### src/rtl/alu_issue_ctrl_if.sv
// ALU operand/result bus between the issue controller (master) and the
// combinational ALU (slave).
interface alu_issue_ctrl_if #(
  parameter int WIDTH = 16
);
  logic [WIDTH-1:0] alu_a;
  logic [WIDTH-1:0] alu_b;
  logic [3:0]       alu_op;
  logic [WIDTH-1:0] alu_out;
  logic             alu_zero;

  modport master (output alu_a, alu_b, alu_op, input alu_out, alu_zero);
  modport slave  (input alu_a, alu_b, alu_op, output alu_out, alu_zero);
endinterface

### src/rtl/alu_issue_ctrl.sv
// Execute-stage issue controller: accepts one register-format instruction,
// drives the combinational ALU from an 8x16 register file and writes back.
//   state  | meaning
//   S_IDLE | ready for an instruction; external reg-file writes allowed
//   S_READ | operands read, ALU inputs loaded (illegal op skips to S_WB)
//   S_EXEC | ALU inputs held; result captured at end of cycle
//   S_WB   | done pulse; result and zero flag committed for legal ops
module alu_issue_ctrl #(
  parameter int NREGS = 8,
  parameter int WIDTH = 16
) (
  input  logic             clk,
  input  logic             rst,
  input  logic             i_instr_valid,
  input  logic [15:0]      i_instr,
  output logic             o_instr_ready,
  input  logic             i_wr_en,
  input  logic [2:0]       i_wr_addr,
  input  logic [WIDTH-1:0] i_wr_data,
  alu_issue_ctrl_if.master alu,
  output logic             o_done,
  output logic             o_err,
  output logic             o_zero_flag,
  input  logic [2:0]       i_dbg_addr,
  output logic [WIDTH-1:0] o_dbg_data
);
  typedef enum logic [1:0] {S_IDLE, S_READ, S_EXEC, S_WB} state_t;

  state_t           r_state;
  state_t           w_state_nxt;
  logic [WIDTH-1:0] r_regs [NREGS];
  logic [12:0]      r_instr;
  logic [WIDTH-1:0] r_alu_a;
  logic [WIDTH-1:0] r_alu_b;
  logic [3:0]       r_alu_op;
  logic [WIDTH-1:0] r_res;
  logic             r_res_zero;
  logic             r_done;
  logic             r_err;
  logic             r_zero_flag;

  logic             w_fire;
  logic             w_legal;
  logic             w_inv_b;
  logic [3:0]       w_op;
  logic [2:0]       w_rd;
  logic [2:0]       w_rs;
  logic [2:0]       w_rt;
  logic [WIDTH-1:0] w_rs_val;
  logic [WIDTH-1:0] w_rt_val;

  assign w_fire   = i_instr_valid && (r_state == S_IDLE);
  assign w_op     = r_instr[12:9];
  assign w_rd     = r_instr[8:6];
  assign w_rs     = r_instr[5:3];
  assign w_rt     = r_instr[2:0];
  assign w_rs_val = (w_rs == 3'd0) ? '0 : r_regs[w_rs];
  assign w_rt_val = (w_rt == 3'd0) ? '0 : r_regs[w_rt];
  // The ALU only adds op[0] as carry-in, so b is inverted here to form a - b.
  assign w_inv_b  = (w_op == 4'd1) || (w_op == 4'd7);

  always_comb begin
    w_legal = 1'b0;
    case (w_op)
      4'd0, 4'd1, 4'd2, 4'd4, 4'd6, 4'd7, 4'd8, 4'd12, 4'd14: w_legal = 1'b1;
      default: w_legal = 1'b0;
    endcase
  end

  always_comb begin
    w_state_nxt = r_state;
    case (r_state)
      S_IDLE:  if (w_fire) w_state_nxt = S_READ;
      S_READ:  w_state_nxt = w_legal ? S_EXEC : S_WB;
      S_EXEC:  w_state_nxt = S_WB;
      S_WB:    w_state_nxt = S_IDLE;
      default: w_state_nxt = S_IDLE;
    endcase
  end

  always_ff @(posedge clk) begin
    if (rst) begin
      r_state     <= S_IDLE;
      r_instr     <= '0;
      r_alu_a     <= '0;
      r_alu_b     <= '0;
      r_alu_op    <= '0;
      r_res       <= '0;
      r_res_zero  <= 1'b0;
      r_done      <= 1'b0;
      r_err       <= 1'b0;
      r_zero_flag <= 1'b0;
    end else begin
      r_state <= w_state_nxt;
      r_done  <= (w_state_nxt == S_WB);
      r_err   <= (w_state_nxt == S_WB) && !w_legal;
      if (w_fire) r_instr <= i_instr[15:3];
      if (r_state == S_READ && w_legal) begin
        r_alu_a  <= w_rs_val;
        r_alu_b  <= w_inv_b ? ~w_rt_val : w_rt_val;
        r_alu_op <= w_op;
      end
      if (r_state == S_EXEC) begin
        r_res      <= alu.alu_out;
        r_res_zero <= alu.alu_zero;
      end
      if (r_state == S_WB && w_legal) r_zero_flag <= r_res_zero;
    end
  end

  // External preload only in IDLE; writeback only in WB, so they never collide.
  always_ff @(posedge clk) begin
    if (rst) begin
      for (int i = 0; i < NREGS; i++) r_regs[i] <= '0;
    end else if (r_state == S_IDLE && i_wr_en && i_wr_addr != 3'd0) begin
      r_regs[i_wr_addr] <= i_wr_data;
    end else if (r_state == S_WB && w_legal && w_rd != 3'd0) begin
      r_regs[w_rd] <= r_res;
    end
  end

  assign o_instr_ready = (r_state == S_IDLE);
  assign alu.alu_a     = r_alu_a;
  assign alu.alu_b     = r_alu_b;
  assign alu.alu_op    = r_alu_op;
  assign o_done        = r_done;
  assign o_err         = r_err;
  assign o_zero_flag   = r_zero_flag;
  assign o_dbg_data    = (i_dbg_addr == 3'd0) ? '0 : r_regs[i_dbg_addr];
endmodule

### src/flat_wrapper.sv
// flat-port wrapper written by rule: the top's interface ports become plain ports
module alu_issue_ctrl_flat 
#(
  parameter int NREGS = 8,
  parameter int WIDTH = 16
)
  (clk, rst, i_instr_valid, i_instr, o_instr_ready, i_wr_en, i_wr_addr, i_wr_data, o_done, o_err, o_zero_flag, i_dbg_addr, o_dbg_data, alu_alu_a, alu_alu_b, alu_alu_op, alu_alu_out, alu_alu_zero);
  alu_issue_ctrl_if #(.WIDTH(WIDTH)) alu_i ();
  input  logic clk;
  input  logic rst;
  input  logic i_instr_valid;
  input  logic [15:0] i_instr;
  output logic o_instr_ready;
  input  logic i_wr_en;
  input  logic [2:0] i_wr_addr;
  input  logic [WIDTH-1:0] i_wr_data;
  output logic o_done;
  output logic o_err;
  output logic o_zero_flag;
  input  logic [2:0] i_dbg_addr;
  output logic [WIDTH-1:0] o_dbg_data;
  output wire logic [$bits(alu_i.alu_a)-1:0] alu_alu_a;
  output wire logic [$bits(alu_i.alu_b)-1:0] alu_alu_b;
  output wire logic [$bits(alu_i.alu_op)-1:0] alu_alu_op;
  input wire logic [$bits(alu_i.alu_out)-1:0] alu_alu_out;
  input wire logic [$bits(alu_i.alu_zero)-1:0] alu_alu_zero;
  assign alu_alu_a = alu_i.alu_a;
  assign alu_alu_b = alu_i.alu_b;
  assign alu_alu_op = alu_i.alu_op;
  assign alu_i.alu_out = alu_alu_out;
  assign alu_i.alu_zero = alu_alu_zero;
  alu_issue_ctrl #(.NREGS(NREGS), .WIDTH(WIDTH)) u_core (.clk(clk), .rst(rst), .i_instr_valid(i_instr_valid), .i_instr(i_instr), .o_instr_ready(o_instr_ready), .i_wr_en(i_wr_en), .i_wr_addr(i_wr_addr), .i_wr_data(i_wr_data), .alu(alu_i), .o_done(o_done), .o_err(o_err), .o_zero_flag(o_zero_flag), .i_dbg_addr(i_dbg_addr), .o_dbg_data(o_dbg_data));
endmodule
### config.mk
export PLATFORM = sky130hd
export DESIGN_NAME = alu_issue_ctrl_flat
export DESIGN_NICKNAME = d
export VERILOG_FILES = /design/src/rtl/alu_issue_ctrl_if.sv /design/src/rtl/alu_issue_ctrl.sv /design/src/flat_wrapper.sv
export SDC_FILE = /design/constraint.sdc
export NUM_CORES = 1
export LEC_CHECK = 0
export CAP_MARGIN = 20
export CORE_MARGIN = 4
export CORE_UTILIZATION = 37
export DETAILED_ROUTE_END_ITERATION = 8
export GPL_ROUTABILITY_DRIVEN = 0
export PLACE_DENSITY = 0.59
export SETUP_SLACK_MARGIN = 0.5
export SLEW_MARGIN = 20
export SYNTH_ARGS = -nofsm -noshare
export SYNTH_HDL_FRONTEND = slang
export SYNTH_SLANG_ARGS = --single-unit
### constraint.sdc
create_clock -name clk -period 6.2 [get_ports clk]
set_input_delay 0.62 -clock clk [delete_from_list [all_inputs] [get_ports clk]]
set_output_delay 0.62 -clock clk [all_outputs]
set_load 0.02 [all_outputs]
Word-level counts from Yosys, hierarchy flattened --
Memories as Yosys holds them, arrays and structs flattened. A register that Yosys moved wholly into a read port is not among the register bits. Index checks and enable logic that the tools add are counted. W data, S select, Z words.
Storage, ports and cells: output and inout bits 56, memories 2, latch bits 0, memory bits (read-only) 16, bits in writable memories 128, bits in registers 71, word-level logic and storage cells 64
Cells by class: reduce and logical (&&, ||, !) cells 17, shift operators 0, bitwise logic cells 1, multipliers 0, muxes and demuxes 28, order comparisons 0, $add $sub $neg 0, div/mod/pow operators 0, equality and inequality tests 6
Memories:
- u_core.r_regs | depth 8, bits a word 16, read ports 3, clocked after Yosys merged registers in 2, wr ports 8, RTL line alu_issue_ctrl.sv:31 | logic [WIDTH-1:0] r_regs [NREGS];
- (no name shown) | depth 16, bits a word 1, read ports 1, clocked after Yosys merged registers in 1, wr ports 0, RTL line alu_issue_ctrl.sv:64 | case (w_op)
Operators by type and width (number):
- $mux W16 | 6
- $reduce_or A16 Y1 | 2
- $mux W3 | 6
- $not A16 Y16 | 1
- $mux W1 | 12
- $logic_not A3 Y1 | 3
- $mux W4 | 2
- $pmux W2 S4 | 1
- $logic_and A1 B1 Y1 | 7
- $eq A2 B2 Y1 const B | 3
- $reduce_bool A3 Y1 | 2
- $eq A4 B1 Y1 const B | 1
- $eq A4 B3 Y1 const B | 1
- $eq A2 B1 Y1 const B | 1
- $logic_not A2 Y1 | 1
- $mux W2 | 1
- $logic_not A1 Y1 | 1
- $logic_or A1 B1 Y1 | 1

Depth between registers and ports, before layout --
Gate-level depths: netlist of run 1.
word-level depth 9, gate-level depth with buffers 8

Least setup slack after synthesis of run 1 --
OpenSTA, ideal clock, no wires.
kind input to output, from input i_dbg_addr[1], to output o_dbg_data[15], data required time 5580 ps, stages on the path 6, arrival time 2043 ps, buffers on the path 3, path slack 3537 ps, cell sequence clkbuf_1 > nor2b_1 > clkbuf_1 > clkbuf_1 > a22oi_1 > o21ai_0
Between the ends: word-level cells in the longest chain between the ends 2, elaborated cells on any way between the ends 3
Ends and longest elaborated chain:
- start, declared | RTL line flat_wrapper.sv:20 | input logic [2:0] i_dbg_addr;
- $mem_v2 Z8 W16 or $logic_not A3 Y1 (tied branches)
- $mux W16 (*) | RTL line alu_issue_ctrl.sv:129 | assign o_dbg_data = (i_dbg_addr == 3'd0) ? '0 : r_regs[i_dbg_addr];
- end, declared | RTL line flat_wrapper.sv:21 | output logic [WIDTH-1:0] o_dbg_data;
Mark *: on every way between the ends. The rest lies on a longest branch, timed or not.

Final worst setup path of run 1 --
Same ends and word-level chain as after synthesis.

==> reports/qor.yml, run 1 <==
cp_max_fo: 33
area.sequential_um2: 5410
start_kind: "input port"
outcome: "finished, final reports clean"
dieHeight_um: 176
num_rows: 61
hold_violations: 0
period_needed_ns: 4.33
synth_edf_count: 128
synth.most_common_cell: "edfxtp_1"
wl_per_cell_um: 21.5
drc_errors: 0
cp.required_ns: 5.58
setup_ws_ns: 1.87
synth_common_cells: "128 x edfxtp_1, 85 x nor2_1, 80 x mux4_2"
drt-initial-drc-count: 594
root_buffer: "clkbuf_16"
cts_buffer_depth: 3
hpwl_um: 18100
die_area_um2: 31000
rsz0062_at_grt: "false"
grt_pass1_vias: 7116
gr-total-overflow: 0
end_kind: "output pin"
setup_violations: 0
yosysTopAreaCellShare_pct: 36.8
skew_ns: 0.0136
cpMostUsedCell: "clkdlybuf4s50_1"
cts_made_buffers: 25
slowest_delay_ns: 0.93
async_flop_share_pct: 0
fp.dieW_um: 176
portBuffers: 111
areaGrowthSynthToFinish_pct: 23.5
cpMaxStageDelayCell: "nor2b_2"
cts_tree: "yes"
clock-sinks: 206
yosysWarnings: 0
multi_input_area_um2: 4790
grt_max_degree: 69
seq_area_frac_synth_pct: 51.7
peakVddDrop_uv: 265
cts_hold_buf: 0
first_pass_iters: 5
cp.arrival_ns: 3.71
fmax_ghz: 0.231
nFillCells: 2525
yosysTopAreaCell: "edfxtp_1"
post_synth_num_cell_types: 49
synth_flop_cell: "edfxtp_1"
p_leak_nw: 4.26
via_per_inst: 5.37
ant_nets: 0
finalCritPeriodShare_pct: 69.8
drive_gt1_share_pct: 25.6
min_path_type: "flip-flop to flip-flop"
maxCapViolations: 0
tightest_slew_ns: 1.14
synth_seq_cells: 206
syn_avg_cell_area_um2: 12.9
antenna_cells: 0
relSlewSlack_pct: 24.1
netlist_area_um2: 10500
routed_wl_um: 28300
grt_usage_pct: 18.1
syn_inst: 808
pre_cts_slack_ns: 1.76
powerDensity_nw_per_um2: 335
nNetsFinal: 982
ys_top_cells_by_area: "edfxtp_1 37%, mux4_2 17%, dfxtp_1 15%"
grt_pass1_wl_um: 43500
ios: 115
ctsResizeCount: 0
whs_ns: 0.451
htreeDepth: 1
totalPowerFinal_w: 0.00433
post_cts_buffers: 0
core-area_um2: 27900
start_util_pct: 37.5
crit_chain: "clkdlybuf4s50_1 -> buf_4 -> nor2b_2 -> a22oi_1 -> o21ai_0 -> clkdlybuf4s50_1"
vias: 7057
final_util_pct: 46.3
antenna_found_initial: 0
critical_path_class: "input port to output pin"
worstSkewPairLatency_ns: 0.52
cts.clk_slew.worst_paths_ns: 0.06
final.setup.tns_ns: 0
slew_viol_final: 0
==> power breakdown <==
group	total (W)	switching, W	internal, W
Clock	0.00159	0.000581	0.00100
Combinational	0.00102	0.000551	0.000470
Sequential	0.00172	0.000123	0.00160
==> layout by cell type (no fill, tap or decap), types with 6 or more instances in the layout <==
cell type        netlist  layout
a21oi_1               33      32
bufinv_16              0       6
mux2_2                16      16
o211ai_1              16      16
inv_1                 21      21
nand2b_1               8       6
clkdlybuf4s50_1        0     109
a221oi_1              15      15
nor3_1                 7       7
nor2_1                85      85
conb_1                 1      16
clkbuf_16              0      25
dfxtp_1               78      74
mux4_2                80      80
buf_4                  0      19
nand2_1               62      62
mux2i_1               55      55
mux2i_4                7       7
o21ai_0               33      33
nand3_1                9       9
edfxtp_1             128     128
nor2_2                49      49
==> cell type report <==
| cell class | count | area share (%) |
|---|---|---|
| multi-input cells | 533 | 37.1 |
| flip-flops and latches | 206 | 41.9 |
| repair buffers | 131 | 9.75 |
| clock buffers | 31 | 5.10 |
| clock inverters | 14 | 1.83 |
| inverters | 21 | 0.611 |
| well taps | 378 | 3.66 |
==> path summary, 6_finish.rpt <==
path                             from              endpoint  slack [ns]  depth (start not counted)
hold / removal    u_core.alu.alu_a[2]   u_core.alu.alu_a[2]        0.45                          2
setup reg to reg    u_core.r_state[0]  u_core.r_regs[5][15]        3.02                          6
hold reg to reg   u_core.alu.alu_a[2]   u_core.alu.alu_a[2]        0.45                          2
setup / recovery        i_dbg_addr[1]        o_dbg_data[15]        1.87                          6
==> sequential cells by signal, indices dropped and copies added (netlist names), named ones only <==
signal	flops
u_core.r_instr	13
u_core.r_res_zero	1
u_core.o_err	1
u_core.alu.alu_b	16
u_core.o_done	1
u_core.r_state	2
u_core.r_res	16
u_core.alu.alu_op	4
u_core.r_regs	128
u_core.w_legal	1
u_core.alu.alu_a	16
u_core.o_zero_flag	1
==> kinds of logic after synthesis <==
kind of cell    Yosys count  synth area share, %
simple gates            234                 10.5
flops                   206                 51.7
mux                     161                 26.1
compound gates          115                 7.33
buf+inv                  84                 3.51
fa+ha+maj                 5                0.599
xor+xnor                  2                0.168
other cells               1               0.0359
==> metrics by stage <==
step	instances	area (um^2)
global placement	1268	12000
detailed placement	1269	12000
CTS	1314	12900
floorplan	823	10500
finish	1314	12900
global route	1314	12900
==> layer usage <==
metal	track usage, %	share of wire [%]	up-vias
li1	-	-	3242
met1	25.4	44	3550
met2	30.1	48	233
met3	3.10	6.1	32
met4	3.38	1.5	0
met5	0	0	-
==> worst max-delay path, delay by kind of cell <==
family,cells,cell delay (ns)
AND/OR/NAND/NOR,1,0.93
buffers and inverters,3,1.60
AO/OA/AOI/OAI,2,0.54
Power figures use the tool's default switching activity.
==> run 2: changes to the inputs <==
==> constraint.sdc (replaced) <==
create_clock -name clk -period 4.5 [get_ports clk]
set_input_delay 0.45 -clock clk [delete_from_list [all_inputs] [get_ports clk]]
set_output_delay 0.45 -clock clk [all_outputs]
set_load 0.02 [all_outputs]
==> run 2 against run 1 <==
  * Global-route usage is 0.064 points higher
  * Sequential power is 40% higher
  * Core utilization rose by 0.17 points
  * Critical path type unchanged
==> reports/qor.yml, run 2 (synthesis gave the netlist of run 1 again) <==
worstReg2RegEnd: "u_core.r_regs[6][5]"
cp.required_ns: 4.05  # -1.53 ns
portBuffers: 111  # unchanged
cts_made_buffers: 25  # unchanged
clock-sinks: 206  # unchanged
vias: 7020  # -0.52%
areaGrowthSynthToFinish_pct: 24.0
grt_usage_pct: 18.2  # +0.064 points
core-area_um2: 27900  # unchanged
mostFrequentLayoutCell: "edfxtp_1"
whs_ns: 0.442  # -0.00856 ns
largest_register: "u_core.r_regs"
pre_cts_slack_ns: 1.04  # -0.713 ns
fmax_ghz: 0.288
cpMostUsedCell: "clkdlybuf4s50_1"
mostFrequentLayoutCells: "128 x edfxtp_1, 110 x clkdlybuf4s50_1, 85 x nor2_1"
critical_path_class: "input port to output pin"
hold_depth: 3  # +1
cts_tree: "yes"
crit_chain: "clkdlybuf4s50_1 -> nor2b_1 -> buf_4 -> a22oi_1 -> o21ai_0 -> clkdlybuf4s50_1"
outcome: "finished, final reports clean"
start_util_pct: 37.5  # unchanged
gr-total-overflow: 0  # unchanged
drt-initial-drc-count: 632  # +6.4%
totalPowerFinal_w: 0.00574  # +33%
min_from: "rst"
cts_buffer_depth: 3  # unchanged
num_rows: 61  # unchanged
grt_pass1_wl_um: 43300  # -0.44%
wl_per_cell_um: 21.4  # -0.50%
peakVddDrop_uv: 289  # +9.2%
powerDensity_nw_per_um2: 443  # +32%
cts.clk_slew.worst_paths_ns: 0.06  # about the same
period_needed_ns: 3.47
drive_gt1_share_pct: 25.7  # +0.097 points
cts_hold_buf: 0  # unchanged
antenna_cells: 0  # unchanged
nNetsFinal: 994  # +1.2%
rr_startpoint: "u_core.r_state[0]"
drc_errors: 0  # unchanged
p_leak_nw: 4.31  # +1.1%
placed_cells: 1281  # +0.95%
finalCritPeriodShare_pct: 77.1
rsz0062_at_grt: "false"
cp.arrival_ns: 3.02  # -0.69 ns
slew_viol_final: 0  # unchanged
grt_max_degree: 52  # -25%
root_buffer: "clkbuf_16"
setup_violations: 0  # unchanged
worst-r2r-setup-slack_ns: 1.40  # -1.62 ns
relSlewSlack_pct: 38.2  # +14 points
maxCapViolations: 0  # unchanged
post_cts_buffers: 0  # unchanged
min_path_type: "input port to flip-flop"
cp_max_fo: 9  # -73%
largest_reg_flops: 128  # unchanged
dieHeight_um: 176  # unchanged
tightest_slew_ns: 0.902  # -0.236 ns
fp.dieW_um: 176  # unchanged
fin_cells: 1326  # +0.91%
ant_nets: 0  # unchanged
via_per_inst: 5.29  # -1.4%
end_kind: "output pin"
grt_pass1_vias: 6871  # -3.4%
antenna_found_initial: 0  # unchanged
skew_ns: 0.0136  # +0.0000323 ns
final.setup.tns_ns: 0  # unchanged
hold_violations: 0  # unchanged
worstSkewPairLatency_ns: 0.53  # about the same
start_kind: "input port"
htreeDepth: 1  # unchanged
first_pass_iters: 4  # -1
cpMaxStageDelayCell: "clkdlybuf4s50_1"
hpwl_um: 19200  # +5.8%
routed_wl_um: 28400  # +0.41%
r2r_cells: 8  # +2
ctsResizeCount: 0  # unchanged
hold_end: "u_core.r_instr[8]"
die_area_um2: 31000  # unchanged
setup_ws_ns: 1.03  # -0.845 ns
ios: 115  # unchanged
slowest_delay_ns: 0.90  # -0.03 ns
## run 2: cell types whose count changed in the layout (fill, tap and decap cells not counted), sizes merged
cell           change
clkinv             +4
clkdlybuf4s50      +1
clkinvlp           -5
bufinv             -5
buf               +11
clkbuf             +6
## run 2: area by class of cell
| type | count | area (um^2) |
|---|---|---|
| clock buffer | 37 | 723 |
| clock inverter | 8 | 66.3 |
| fill | 2488 | 14900 |
| inverter | 21 | 78.8 |
| multi-input combinational | 533 | 4810 |
| sequential | 206 | 5410 |
| tap | 378 | 473 |
| timing repair buffer | 143 | 1400 |
## run 2: how the worst max path moves through the flow
| stage | startpoint | end | slack, ns |
|---|---|---|---|
| 6_report | i_dbg_addr[1] | o_dbg_data[15] | 1.03 |
| 5_1_grt | i_dbg_addr[0] | o_dbg_data[13] | 0.99 |
| 4_1_cts | i_dbg_addr[1] | o_dbg_data[15] | 1.05 |
| 3_5_place_dp | i_wr_addr[1] | u_core.r_regs[6][15] | 1.04 |
| 3_3_place_gp | i_dbg_addr[0] | o_dbg_data[13] | 1.09 |
| 2_1_floorplan | u_core.r_state[0] | u_core.r_regs[5][0] | 2.07 |
## run 2: through the flow
step,utilization [%],area (um^2)
after floorplan,-,10500
after global placement,43.7,12200
after detailed placement,43.7,12200
after CTS,46.5,13000
after global routing,46.5,13000
final,46.5,13000
## run 2: layer usage
metal  vias to the layer above  wire, um  global-route usage (%)
met3                        43      1970                    2.93
met5                         -         0                       0
li1                       3266         -                       -
met2                       269     13600                    29.6
met1                      3442     12200                    25.7
met4                         0       561                    4.65
## run 2: where the power goes
part | leakage [nW] | switching (W) | internal [W]
registers | 1.95 | 0.000197 | 0.00220
logic | 1.97 | 0.000735 | 0.000654
clock network | 0.388 | 0.000780 | 0.00117
## run 2: worst max-delay path: cells and delay by family
family,cells,cell delay (ns)
simple gates,1,0.25
buf+inv,3,1.84
compound gates,2,0.47
==> run 3: changes to the inputs <==
==> constraint.sdc (replaced) <==
create_clock -name clk -period 3.4 [get_ports clk]
set_input_delay 0.34 -clock clk [delete_from_list [all_inputs] [get_ports clk]]
set_output_delay 0.34 -clock clk [all_outputs]
set_load 0.02 [all_outputs]
==> run 3 against run 2 <==
  * Clock power increased by 31%
  * Die area unchanged
  * Sequential cell count unchanged
  * Core utilization increased by 0.18 points
  * Setup slack got worse by 0.42 ns
  * Highest routed layer unchanged
==> reports/qor.yml, run 3 (synthesis gave the netlist of run 1 again) <==
critPathBufInv: 5  # +2
powerDensity_nw_per_um2: 581  # +31%
area.sequential_um2: 5410  # about the same
placed_cells: 1288  # +0.55%
grt_pass1_vias: 7078  # +3.0%
antenna_cells: 0  # unchanged
first_pass_iters: 5  # +1
nNetsFinal: 1000  # +0.60%
finalCritPeriodShare_pct: 82.2
wl_per_cell_um: 20.3  # -5.1%
peakVddDrop_uv: 299  # +3.5%
htreeDepth: 1  # unchanged
grt_max_degree: 70  # +35%
worstSkewPairLatency_ns: 0.51  # -0.02 ns
outcome: "finished, final reports clean"
ios: 115  # unchanged
slew_viol_final: 0  # unchanged
fin_cells: 1332  # +0.45%
fp.dieW_um: 176  # unchanged
min_path_type: "input port to flip-flop"
cts_made_buffers: 24  # -4.0%
num_rows: 61  # unchanged
drc_errors: 0  # unchanged
portBuffers: 111  # unchanged
dieHeight_um: 176  # unchanged
hold_violations: 0  # unchanged
cp.required_ns: 3.06  # -0.99 ns
root_buffer: "clkbuf_16"
fmax_ghz: 0.358
skew_ns: 0.00697  # -0.00667 ns
maxCapViolations: 0  # unchanged
cts_buffer_depth: 3  # unchanged
vias: 7024  # +0.057%
drive_gt1_share_pct: 26.2  # +0.47 points
cpMostUsedCell: "clkdlybuf4s50_1"
cts.clk_slew.worst_paths_ns: 0.06  # about the same
slowest_delay_ns: 0.54  # -0.36 ns
setup_violations: 0  # unchanged
die_area_um2: 31000  # unchanged
largest_register: "u_core.r_regs"
largest_reg_flops: 128  # unchanged
multi_input_area_um2: 4780  # -0.65%
critical_path_class: "input port to output pin"
tightest_slew_ns: 0.915  # +0.0129 ns
grt_pass1_wl_um: 42500  # -1.8%
cp_max_fo: 24  # +15
p_leak_nw: 4.37  # +1.3%
end_kind: "output pin"
cp.arrival_ns: 2.45  # -0.57 ns
cp_top_family: "buffers and inverters"
final_util_pct: 46.7  # +0.18 points
via_per_inst: 5.27  # -0.39%
mostFrequentLayoutCell: "edfxtp_1"
cts_hold_buf: 0  # unchanged
nFillCells: 2523  # +1.4%
final.setup.tns_ns: 0  # unchanged
post_cts_buffers: 0  # unchanged
start_util_pct: 37.5  # unchanged
relSlewSlack_pct: 39.0  # +0.86 points
antenna_found_initial: 0  # unchanged
start_kind: "input port"
period_needed_ns: 2.79
mostFrequentLayoutCells: "128 x edfxtp_1, 105 x clkdlybuf4s50_1, 85 x nor2_1"
cts_tree: "yes"
hpwl_um: 18800  # -2.0%
ant_nets: 0  # unchanged
cpMaxStageDelayCell: "clkdlybuf4s50_1"
grt_usage_pct: 17.6  # -0.64 points
areaGrowthSynthToFinish_pct: 24.4
crit_chain: "clkdlybuf4s50_1 -> buf_12 -> buf_6 -> mux4_2 -> inv_1 -> a21oi_1 -> clkdlybuf4s50_1"
core-area_um2: 27900  # unchanged
gr-total-overflow: 0  # unchanged
clock-sinks: 206  # unchanged
drt-initial-drc-count: 524  # -17%
rsz0062_at_grt: "false"
routed_wl_um: 27100  # -4.7%
## run 3: cell types whose count changed in the layout (fill, tap and decap cells not counted), sizes merged
cell,change
buf,+7
clkinv,-1
dlygate4sd2,+4
bufinv,+1
dlymetal6s2s,+1
clkdlybuf4s50,-5
clkbuf,-1
## run 3: report_power, final
part           total (W)  internal, W  switching [W]
Clock            0.00256      0.00157       0.000995
Sequential       0.00315      0.00292       0.000237
Combinational    0.00184     0.000875       0.000969
## run 3: area by class of cell
type / instances / share of cell area (%)
clock buffers: 36 / 5.36
repair buffers: 150 / 11.3
multi-input cells: 533 / 36.7
flip-flops and latches: 206 / 41.6
inverters: 21 / 0.606
clock inverters: 8 / 0.741
well taps: 378 / 3.64
## run 3: final timing paths
path	startpoint	end	slack, ns	depth (start not counted)
worst max-delay path	i_dbg_addr[0]	o_dbg_data[7]	0.61	7
worst min-delay path	rst	u_core.r_instr[7]	0.37	3
worst max register to register	u_core.r_state[0]	u_core.r_regs[5][7]	0.93	7
worst min register to register	u_core.alu.alu_a[14]	u_core.alu.alu_a[14]	0.45	2
## run 3: repair_timing
action | CTS | global route
endpoints found under the setup margin | 4 | 2
gates resized for setup | 4 | 2
pin swaps | 0 | 0
## run 3: metal layers
| layer | up-vias | track usage, % | share of wire (%) |
|---|---|---|---|
| met5 | - | 0 | 0 |
| met4 | 0 | 3.96 | 1.9 |
| li1 | 3280 | - | - |
| met2 | 274 | 28.0 | 47 |
| met3 | 38 | 3.38 | 7.8 |
| met1 | 3432 | 25.1 | 44 |
## run 3: tightest hold or removal path, cell delays in order
cell	delay, ns
buf_2	0.13
buf_12	0.22
a21oi_1	0.14
## run 3: metrics by stage
| stage | instance area [um^2] | hold slack [ns] | worst slack (ns) | total power, W |
|---|---|---|---|---|
| 4_1_cts | 13000 | 0.353 | 0.520 | 0.00766 |
| 5_1_grt | 13000 | 0.378 | 0.520 | 0.00794 |
| 6_report | 13000 | 0.368 | 0.606 | 0.00756 |
| 3_3_place_gp | 12200 | 0.437 | 0.466 | 0.00506 |
| 3_5_place_dp | 12200 | 0.444 | 0.470 | 0.00507 |
| 2_1_floorplan | 10500 | 0.443 | 0.966 | 0.00439 |
